[config.mk]
export PLATFORM = sky130hd
export DESIGN_NAME = alu_input_sequencer_flat
export DESIGN_NICKNAME = d
export VERILOG_FILES = /design/src/rtl/alu_input_sequencer_if.sv /design/src/rtl/alu_input_sequencer.sv /design/src/flat_wrapper.sv
export SDC_FILE = /design/constraint.sdc
export NUM_CORES = 1
export LEC_CHECK = 0
export CORE_ASPECT_RATIO = 1.75
export CORE_MARGIN = 2
export CORE_UTILIZATION = 51
export DETAILED_ROUTE_END_ITERATION = 16
export GPL_TIMING_DRIVEN = 0
export PLACE_DENSITY = 0.86
export RECOVER_POWER = 100
export SLEW_MARGIN = 15
export SYNTH_ARGS = -nofsm -noshare
export SYNTH_HDL_FRONTEND = slang
export SYNTH_SLANG_ARGS = --single-unit
[constraint.sdc]
create_clock -name clk -period 3.3 [get_ports clk]
set_input_delay 0.66 -clock clk [delete_from_list [all_inputs] [get_ports clk]]
set_output_delay 0.66 -clock clk [all_outputs]
set_load 0.02 [all_outputs]
[src/rtl/alu_input_sequencer_if.sv]
`default_nettype none
// ============================================================================
//  Module      : alu_input_sequencer_if
//  Description : Operand/opcode bus and start/done handshake between the
//                input sequencer (master) and the SimpleALU (slave).
//  Revision    : 1.0 - initial release
// ============================================================================
interface alu_input_sequencer_if;
    logic [7:0]  OpA;
    logic [7:0]  OpB;
    logic [2:0]  OpCode;
    logic        alu_start;
    logic [15:0] alu_result;
    logic        alu_done;

    modport master (
        output OpA, OpB, OpCode, alu_start,
        input  alu_result, alu_done
    );

    modport slave (
        input  OpA, OpB, OpCode, alu_start,
        output alu_result, alu_done
    );
endinterface
`default_nettype wire

[src/rtl/alu_input_sequencer.sv]
`default_nettype none
// ============================================================================
//  Module      : alu_input_sequencer
//  Description : Debounces three active-low buttons, loads operands/opcode
//                from switches, runs one ALU operation per execute press with
//                a start/done handshake and millisecond timeout, and latches
//                the result for display.
//  Revision    : 1.0 - initial release
// ============================================================================
module alu_input_sequencer #(
    parameter int CLK_HZ      = 50000000,
    parameter int DEBOUNCE_MS = 20,
    parameter int TIMEOUT_MS  = 10
) (
    input  logic                         clk,
    input  logic                         rst_n,
    alu_input_sequencer_if.master        alu,
    input  logic [7:0]                   SW,
    input  logic [2:0]                   KEY_n,
    output logic [7:0]                   OpReg,
    output logic                         ShowOpReg,
    output logic                         ShowOpCode,
    output logic [15:0]                  OpResult,
    output logic                         result_valid,
    output logic                         busy,
    output logic                         timeout_err,
    output logic                         oneMsPulse
);

    localparam int c_MS_CYC = CLK_HZ / 1000;
    localparam int c_MS_W   = (c_MS_CYC > 1) ? $clog2(c_MS_CYC) : 1;
    localparam logic [c_MS_W-1:0] c_MS_MAX = c_MS_W'(c_MS_CYC - 1);

    localparam int c_DB_W = $clog2(DEBOUNCE_MS + 1);
    localparam logic [c_DB_W-1:0] c_DB_LAST = c_DB_W'(DEBOUNCE_MS - 1);

    localparam int c_TO_W = $clog2(TIMEOUT_MS + 1);
    localparam logic [c_TO_W-1:0] c_TO_LAST = c_TO_W'(TIMEOUT_MS - 1);

    // Button bit positions
    localparam int c_KEY_LOAD = 0;
    localparam int c_KEY_CODE = 1;
    localparam int c_KEY_EXEC = 2;

    typedef enum logic [0:0] {
        S_IDLE = 1'b0,
        S_BUSY = 1'b1
    } state_t;

    logic [c_MS_W-1:0] r_ms_cnt;
    logic [2:0]        r_sync1;
    logic [2:0]        r_sync2;
    logic [2:0]        r_stable;
    logic [2:0]        r_press;
    logic [c_DB_W-1:0] r_db_cnt [3];

    state_t            r_state,     w_state_nxt;
    logic              r_sel_b,     w_sel_b_nxt;
    logic [7:0]        r_opa,       w_opa_nxt;
    logic [7:0]        r_opb,       w_opb_nxt;
    logic [2:0]        r_opcode,    w_opcode_nxt;
    logic [7:0]        r_opreg,     w_opreg_nxt;
    logic              r_show_reg,  w_show_reg_nxt;
    logic              r_show_code, w_show_code_nxt;
    logic              r_start,     w_start_nxt;
    logic [15:0]       r_result,    w_result_nxt;
    logic              r_res_valid, w_res_valid_nxt;
    logic              r_to_err,    w_to_err_nxt;
    logic [c_TO_W-1:0] r_to_cnt,    w_to_cnt_nxt;

    // Free-running millisecond timebase; the pulse marks the terminal count
    always_ff @(posedge clk or negedge rst_n) begin
        if (!rst_n)
            r_ms_cnt <= '0;
        else if (r_ms_cnt == c_MS_MAX)
            r_ms_cnt <= '0;
        else
            r_ms_cnt <= r_ms_cnt + 1'b1;
    end

    assign oneMsPulse = (r_ms_cnt == c_MS_MAX);

    // Synchronize, debounce on ms ticks and emit a one-cycle press on 1->0
    always_ff @(posedge clk or negedge rst_n) begin
        if (!rst_n) begin
            r_sync1  <= '1;
            r_sync2  <= '1;
            r_stable <= '1;
            r_press  <= '0;
            for (int i = 0; i < 3; i++)
                r_db_cnt[i] <= '0;
        end else begin
            r_sync1 <= KEY_n;
            r_sync2 <= r_sync1;
            r_press <= '0;
            for (int i = 0; i < 3; i++) begin
                if (r_sync2[i] == r_stable[i]) begin
                    r_db_cnt[i] <= '0;
                end else if (oneMsPulse) begin
                    // This tick brings the count to DEBOUNCE_MS: accept level
                    if (r_db_cnt[i] == c_DB_LAST) begin
                        r_stable[i] <= r_sync2[i];
                        r_db_cnt[i] <= '0;
                        r_press[i]  <= ~r_sync2[i];
                    end else begin
                        r_db_cnt[i] <= r_db_cnt[i] + 1'b1;
                    end
                end
            end
        end
    end

    // Register the FSM state together with every registered output
    always_ff @(posedge clk or negedge rst_n) begin
        if (!rst_n) begin
            r_state     <= S_IDLE;
            r_sel_b     <= 1'b0;
            r_opa       <= '0;
            r_opb       <= '0;
            r_opcode    <= '0;
            r_opreg     <= '0;
            r_show_reg  <= 1'b0;
            r_show_code <= 1'b0;
            r_start     <= 1'b0;
            r_result    <= '0;
            r_res_valid <= 1'b0;
            r_to_err    <= 1'b0;
            r_to_cnt    <= '0;
        end else begin
            r_state     <= w_state_nxt;
            r_sel_b     <= w_sel_b_nxt;
            r_opa       <= w_opa_nxt;
            r_opb       <= w_opb_nxt;
            r_opcode    <= w_opcode_nxt;
            r_opreg     <= w_opreg_nxt;
            r_show_reg  <= w_show_reg_nxt;
            r_show_code <= w_show_code_nxt;
            r_start     <= w_start_nxt;
            r_result    <= w_result_nxt;
            r_res_valid <= w_res_valid_nxt;
            r_to_err    <= w_to_err_nxt;
            r_to_cnt    <= w_to_cnt_nxt;
        end
    end

    // Next-state and output decode; execute outranks load, load outranks opcode
    always_comb begin
        w_state_nxt     = r_state;
        w_sel_b_nxt     = r_sel_b;
        w_opa_nxt       = r_opa;
        w_opb_nxt       = r_opb;
        w_opcode_nxt    = r_opcode;
        w_opreg_nxt     = r_opreg;
        w_show_reg_nxt  = 1'b0;
        w_show_code_nxt = 1'b0;
        w_start_nxt     = 1'b0;
        w_result_nxt    = r_result;
        w_res_valid_nxt = 1'b0;
        w_to_err_nxt    = r_to_err;
        w_to_cnt_nxt    = r_to_cnt;

        case (r_state)
            S_IDLE: begin
                if (r_press[c_KEY_EXEC]) begin
                    w_start_nxt  = 1'b1;
                    w_state_nxt  = S_BUSY;
                    w_to_cnt_nxt = '0;
                    w_to_err_nxt = 1'b0;
                end else if (r_press[c_KEY_LOAD]) begin
                    w_opreg_nxt    = SW;
                    w_show_reg_nxt = 1'b1;
                    w_sel_b_nxt    = ~r_sel_b;
                    if (r_sel_b)
                        w_opb_nxt = SW;
                    else
                        w_opa_nxt = SW;
                end else if (r_press[c_KEY_CODE]) begin
                    w_opcode_nxt    = r_opcode + 3'd1;
                    w_show_code_nxt = 1'b1;
                end
            end
            S_BUSY: begin
                // A completion in the same cycle as the timeout still wins
                if (alu.alu_done) begin
                    w_result_nxt    = alu.alu_result;
                    w_res_valid_nxt = 1'b1;
                    w_state_nxt     = S_IDLE;
                end else if (oneMsPulse) begin
                    if (r_to_cnt == c_TO_LAST) begin
                        w_result_nxt = 16'hFFFF;
                        w_to_err_nxt = 1'b1;
                        w_state_nxt  = S_IDLE;
                    end else begin
                        w_to_cnt_nxt = r_to_cnt + 1'b1;
                    end
                end
            end
            default: w_state_nxt = S_IDLE;
        endcase
    end

    assign alu.OpA       = r_opa;
    assign alu.OpB       = r_opb;
    assign alu.OpCode    = r_opcode;
    assign alu.alu_start = r_start;

    assign OpReg         = r_opreg;
    assign ShowOpReg     = r_show_reg;
    assign ShowOpCode    = r_show_code;
    assign OpResult      = r_result;
    assign result_valid  = r_res_valid;
    assign timeout_err   = r_to_err;
    assign busy          = (r_state == S_BUSY);

endmodule
`default_nettype wire

[src/flat_wrapper.sv]
// flat-port wrapper written by rule: the top's interface ports become plain ports
module alu_input_sequencer_flat 
#(
    parameter int CLK_HZ      = 50000000,
    parameter int DEBOUNCE_MS = 20,
    parameter int TIMEOUT_MS  = 10
)
  (clk, rst_n, SW, KEY_n, OpReg, ShowOpReg, ShowOpCode, OpResult, result_valid, busy, timeout_err, oneMsPulse, alu_OpA, alu_OpB, alu_OpCode, alu_alu_start, alu_alu_result, alu_alu_done);
  alu_input_sequencer_if alu_i ();
  input  logic clk;
  input  logic rst_n;
  input  logic [7:0] SW;
  input  logic [2:0] KEY_n;
  output logic [7:0] OpReg;
  output logic ShowOpReg;
  output logic ShowOpCode;
  output logic [15:0] OpResult;
  output logic result_valid;
  output logic busy;
  output logic timeout_err;
  output logic oneMsPulse;
  output wire logic [$bits(alu_i.OpA)-1:0] alu_OpA;
  output wire logic [$bits(alu_i.OpB)-1:0] alu_OpB;
  output wire logic [$bits(alu_i.OpCode)-1:0] alu_OpCode;
  output wire logic [$bits(alu_i.alu_start)-1:0] alu_alu_start;
  input wire logic [$bits(alu_i.alu_result)-1:0] alu_alu_result;
  input wire logic [$bits(alu_i.alu_done)-1:0] alu_alu_done;
  assign alu_OpA = alu_i.OpA;
  assign alu_OpB = alu_i.OpB;
  assign alu_OpCode = alu_i.OpCode;
  assign alu_alu_start = alu_i.alu_start;
  assign alu_i.alu_result = alu_alu_result;
  assign alu_i.alu_done = alu_alu_done;
  alu_input_sequencer #(.CLK_HZ(CLK_HZ), .DEBOUNCE_MS(DEBOUNCE_MS), .TIMEOUT_MS(TIMEOUT_MS)) u_core (.clk(clk), .rst_n(rst_n), .alu(alu_i), .SW(SW), .KEY_n(KEY_n), .OpReg(OpReg), .ShowOpReg(ShowOpReg), .ShowOpCode(ShowOpCode), .OpResult(OpResult), .result_valid(result_valid), .busy(busy), .timeout_err(timeout_err), .oneMsPulse(oneMsPulse));
endmodule
==> results.toml, run 1 <==
[grt]
track_usage_pct = 21.03
grt.overflow.total = 0
grt_max_degree = 59
grt_pass1_wl_um = 14170
first_global_vias = 3084
antenna_found_initial = 0

[clock_network]
cts_sinks = 97
cts_tree = "done"
clkLatencyLatePin_ns = 0.34
cts_buffer_depth = 2
ctsHoldBuffers = 0
clk_pin_slew_ns = 0.06
htreeDepth = 3
numCtsBuffers = 9
cts-root-buf = "clkbuf_16"
post_cts_buffers = 0

[layout]
diodes = 0
nFillCells = 565
final_nets = 452
seq_area_sq_mm = 0.002439
area_growth_pct = 29.14
final_layout_size_suffix_gt1_share_pct = 13.57
multi_input_area_sq_mm = 0.001534
finalInstanceArea_sq_mm = 0.005274

[route]
vias = 2886
route.detailed.drc = 0
drt_first_pass_iters = 4
wirelength_um = 8345
antenna_left = 0
highest_layer = "met4"
wl_per_cell_um = 16.36
met2WireLength_um = 4734
via_per_inst = 5.659
drt-met1-wl_um = 3007
wl_met3_um = 413
first_iter_violations = 202

[synth]
synth_area_leaders = "dfrtp_1 54%, mux2_2 7.2%, dfstp_2 5.8%"
synth_nets = 363
synth_top_area_share_pct = 53.92
synthAdderAreaFrac_pct = 2.145
synth_top_area_cell = "dfrtp_1"
async_flop_share_pct = 100.0
yosysSeqAreaShare_pct = 59.71
synth_top_family_by_area = "simple AND/OR/NAND/NOR gates"
post-synth-top-count-cell = "dfrtp_1"
synth_commonest_cells = "88 x dfrtp_1, 26 x mux2_2, 24 x nand2_1"
muxShareOfSynthArea_pct = 8.701
syn_inst = 326
synth_compound_area_share_pct = 8.395
synth_ff_type = "dfrtp_1"
synth_enable_flop_cells = 0
synth-seq-cells = 97
yosysWarnings = 0
mappedNetlistArea_sq_mm = 0.004084
synthXorXnorAreaFrac_pct = 3.646
synth.distinct_cells = 44
avgSynthCellArea_sq_um = 12.53
synthSimpleGateAreaFrac_pct = 15.04

[sta]
post-route-period-util_pct = 94.73
maxSlewHeadroom_pct = -48.13
fin_crit_ns = 3.126
hold_violations = 0
grt_setup_unrepaired = "no"
worst_pin_slew_ns = 2.222
setup_violations = 0
slew_violations = 40
fmax_mhz = 319.9
hold-worst-slack_ns = 0.3545
skew_ns = 0.007417

[place]
port_buffers = 79
dpl-instance-area_sq_mm = 0.005012
globalplace.congestion = 0.8418
dp.final_hpwl_um = 6227

[setup_path]
critPathKind = "register to primary output"
crit_path_start_kind = "register"
worst-endpoint-arrival_ns = 2.47
crit_required_ns = 2.64
critPathMaxFanout = 15
endpoint_kind = "primary output"

[floorplan]
fp.dieArea_sq_mm = 0.008768
rows = 43
die_w_um = 71.65
pin_count = 80
initial_utilization_pct = 51.99
core_sq_mm = 0.007855
dieHeight_um = 122.4

[power]
peakVddDrop_uv = 375.6
powerDensity_mw_per_mm2 = 438.7
cellLeakagePower_uw = 0.002301

[run]
cap_viol_max_count = 1

[outcome]
violations = "max-capacitance violations, max-slew violations"
outcome = "finished with violations"

[min_path]
hold_class = "register to register"
-- report_power, final --
| part | leakage, uW | switching [uW] | internal [uW] |
|---|---|---|---|
| combinational | 0.000936 | 32.2 | 34.1 |
| sequential | 0.00122 | 2.22 | 1200 |
| clock | 0.000149 | 419 | 630 |
| total | 0.00230 | 454 | 1860 |
-- worst paths after layout --
path	start	end	slack, ns	cells past startpoint
max	u_core.r_ms_cnt[13]	oneMsPulse	0.17	5
min	u_core.r_sync1[2]	u_core.r_sync2[2]	0.35	0
max reg2reg	u_core.r_ms_cnt[13]	u_core.OpResult[10]	0.32	5
min reg2reg	u_core.r_sync1[2]	u_core.r_sync2[2]	0.35	0
max in group asynchronous	rst_n	u_core.OpResult[12]	1.05	1
min in group asynchronous	rst_n	u_core.r_ms_cnt[6]	0.98	1
-- layout by cell type (no fill, tap or decap), types with 10 or more instances in the layout --
master           count
dfrtp_1             88
dlygate4sd3_1       53
mux2_2              26
nand2_1             24
clkdlybuf4s50_1     24
o22a_1              16
a21oi_1             12
clkbuf_1            11
xnor2_1             11
nor2_1              11
nand3_1             10
-- registers in the layout, indices dropped and copies added, names as in the netlist --
| signal | count |
|---|---|
| u_core.r_ms_cnt | 16 |
| u_core.alu.OpA | 8 |
| u_core.r_to_cnt | 4 |
| u_core.r_sync1 | 3 |
| u_core.r_sync2 | 3 |
| u_core.alu.alu_start | 1 |
| u_core.result_valid | 1 |
| u_core.ShowOpCode | 1 |
| u_core.alu.OpB | 8 |
| u_core.ShowOpReg | 1 |
| u_core.r_db_cnt | 15 |
| u_core.r_press | 3 |
| u_core.alu.OpCode | 3 |
| u_core.r_stable | 3 |
| u_core.OpResult | 16 |
| u_core.busy | 1 |
| u_core.OpReg | 8 |
| u_core.r_sel_b | 1 |
| u_core.timeout_err | 1 |
-- critical path: stages (launching register included) --
cell and delay [ns]:
dfrtp_1 0.40, or4_1 0.60, or4_4 0.55, buf_6 0.17, inv_4 0.15, clkbuf_1 0.26
-- cell type report --
cell class | instances | share of cell area [%]
plain buffers | 10 | 0.8778
well taps | 90 | 2.135
multi-input cells | 210 | 29.09
repair buffers | 80 | 15.28
flip-flops and latches | 97 | 46.24
clock buffers | 12 | 4.864
inverters | 7 | 0.5457
clock inverters | 4 | 0.9727
-- timing repair --
item / 4_1_cts / 5_1_grt
gates resized for setup: 3 / 2
pin swaps: 0 / 0
setup endpoints to repair: 1 / 1
-- metal layers --
metal / GRT usage (%) / vias up
li1: - / 1365
met1: 22.04 / 1426
met2: 38.83 / 80
met3: 5.255 / 15
met4: 9.316 / 0
met5: 0 / -
-- per-stage QoR --
| step | setup TNS, ns | util, % | total power [uW] | cells | worst slack (ns) |
|---|---|---|---|---|---|
| detailed placement | -0.1331 | 63.81 | 1290 | 496 | -0.1331 |
| finish | 0 | 67.14 | 2314 | 510 | 0.1740 |
| CTS | 0 | 67.66 | 2340 | 510 | 0.07223 |
| floorplan | 0 | - | 1224 | 326 | 0.7617 |
| global route | 0 | 67.14 | 2398 | 510 | 0.06382 |
| global placement | -169.60 | 63.49 | 1284 | 495 | -1.857 |
-- logic make-up after synthesis --
| group | count (synthesis) |
|---|---|
| flip-flops | 97 |
| multiplexers | 32 |
| buffers and inverters | 19 |
| XOR/XNOR | 17 |
| AND/OR/NAND/NOR | 107 |
| adder cells (fa/ha/maj) | 7 |
| AO/OA/AOI/OAI | 47 |
Note: power is estimated with default switching activity, not from simulation.
==> run 2, diff against run 1 <==
CORE_UTILIZATION = 46   (was 51)
GPL_TIMING_DRIVEN = 1   (was 0)
PLACE_DENSITY = 0.82   (was 0.86)
clock period = 2.6 ns   (was 3.3 ns; I/O delays follow)
==> run 2 against run 1 <==
Effect of this change:
- the flow now finishes without violations
- routed wire length rose by 1.0%
- flip-flop and latch count did not move
- combinational power rose by 21%
- cell area rose by 1.4%
- clock power rose by 28%
- final cell count rose by 6.7%
- utilization fell by 5.5 points
- clock-buffer cell count did not move
- worst setup slack got worse by 0.11 ns
- sequential power rose by 27%
- register-to-register slack got worse by 0.14 ns
- total power rose by 27%
==> results.toml, run 2 (synthesis gave the netlist of run 1 again) <==
[outcome]
outcome = "finished clean"

[run]
cap_viol_max_count = 0

[sta]
post-route-period-util_pct = 97.38
fin_tns_setup_ns = 0
setup_violations = 0
hold-worst-slack_ns = 0.3456
fmax_mhz = 395.0
maxSlewHeadroom_pct = 20.45
worst_pin_slew_ns = 1.193
fin_crit_ns = 2.532
skew_ns = 0.007923
slew_violations = 0
fin_ws_ns = 0.06822
hold_violations = 0
grt_setup_unrepaired = "no"

[power]
cellLeakagePower_uw = 0.002337
peakVddDrop_uv = 456.9
powerDensity_mw_per_mm2 = 549.0

[setup_path]
crit_required_ns = 2.08
cpMostUsedCell = "or4_4"
worst-endpoint-arrival_ns = 2.01
slowest_stage = "or4_4"
r2r_start = "u_core.r_ms_cnt[13]"
endpoint_kind = "primary output"
crit_buf_inv = 2
critPathTopFamily = "simple AND/OR/NAND/NOR gates"
critPathKind = "register to primary output"
worstPathCellList = "or4_4 > or4_4 > inv_2 > clkbuf_2"
crit_path_start_kind = "register"
critPathMaxFanout = 3
max_stage_delay_ns = 0.54
cp-startpoint = "u_core.r_ms_cnt[13]"

[layout]
final_layout_size_suffix_gt1_share_pct = 15.93
area_growth_pct = 30.94
final_cell_mix = "88 x dfrtp_1, 52 x dlygate4sd3_1, 25 x mux2_2, 25 x clkdlybuf4s50_1, 24 x nand2_1"
final_common_cell = "dfrtp_1"
final_nets = 459
diodes = 0
layout.cells.non_filler = 544
multi_input_area_sq_mm = 0.001549
seq_area_sq_mm = 0.002439
finalInstanceArea_sq_mm = 0.005348
nFillCells = 700

[floorplan]
fp.dieArea_sq_mm = 0.009677
rows = 45
dieHeight_um = 128.6
pin_count = 80
initial_utilization_pct = 47.10
die_w_um = 75.23
core_sq_mm = 0.008671

[clock_network]
post_cts_buffers = 0
cts_tree = "done"
cts_sinks = 97
cts-root-buf = "clkbuf_16"
cts_buffer_depth = 2
ctsHoldBuffers = 0
clkLatencyLatePin_ns = 0.35
htreeDepth = 3
clk_pin_slew_ns = 0.06
numCtsBuffers = 9

[grt]
grt.overflow.total = 0
first_global_vias = 2974
grt_pass1_wl_um = 13920
antenna_found_initial = 0
grt_max_degree = 57
track_usage_pct = 18.98

[route]
antenna_left = 0
first_iter_violations = 157
wl_per_cell_um = 15.50
vias = 2950
drt_first_pass_iters = 4
wirelength_um = 8431
via_per_inst = 5.423
route.detailed.drc = 0

[place]
port_buffers = 79
pre_cts_slack_ns = -0.007955
dpl.cell_count = 528
globalplace.congestion = 0.8069
dp.final_hpwl_um = 5912
dpl-instance-area_sq_mm = 0.005096

[min_path]
hold_class = "input pin to asynchronous set/reset pin"
## run 2: cell count changes in the layout (fill, tap and decap cells not counted), sizes merged
cell	previous run	this run
clkdlybuf4s50	24	25
clkbuf	23	22
clkinv	1	0
buf	2	10
clkinvlp	1	2
dlygate4sd3	53	52
## run 2: path summary, 6_finish.rpt
check | slack [ns] | end | cells after the start
max | 0.07 | oneMsPulse | 4
min | 0.35 | u_core.OpResult[10] | 1
max reg2reg | 0.18 | u_core.OpResult[4] | 6
min reg2reg | 0.36 | u_core.r_sync2[1] | 0
max in group asynchronous | 0.52 | u_core.r_db_cnt[1] | 2
min in group clk | 0.36 | u_core.r_sync2[1] | 0
## run 2: where the power goes
group	switching, uW	internal (uW)
Combinational	40.5	39.7
Clock	559	776
Sequential	2.82	1520
Total	603	2330
## run 2: repair_timing
action	in CTS	in global routing
hold endpoints to repair	0	0
resized for setup	4	0
endpoints found under the setup margin	1	0
## run 2: layer usage
layer / wire length, um / GRT usage (%) / vias up
met1: 3151 / 21.77 / 1482
li1: - / - / 1382
met3: 315 / 2.349 / 14
met2: 4751 / 33.69 / 72
met4: 212 / 9.494 / 0
met5: 0 / 0 / -
## run 2: layout make-up
type / instances / area share (%)
clock inverter: 4 / 1.006
inverter: 7 / 0.4913
clock buffer: 12 / 4.609
multi-input combinational: 210 / 28.97
timing repair buffer: 97 / 16.59
tap: 117 / 2.737
sequential: 97 / 45.60
## run 2: metrics by stage
stage	utilization, %	total power (uW)
2_1_floorplan	-	1553
3_3_place_gp	58.77	1634
3_5_place_dp	58.77	1635
4_1_cts	62.18	2965
5_1_grt	61.67	3015
6_report	61.67	2936
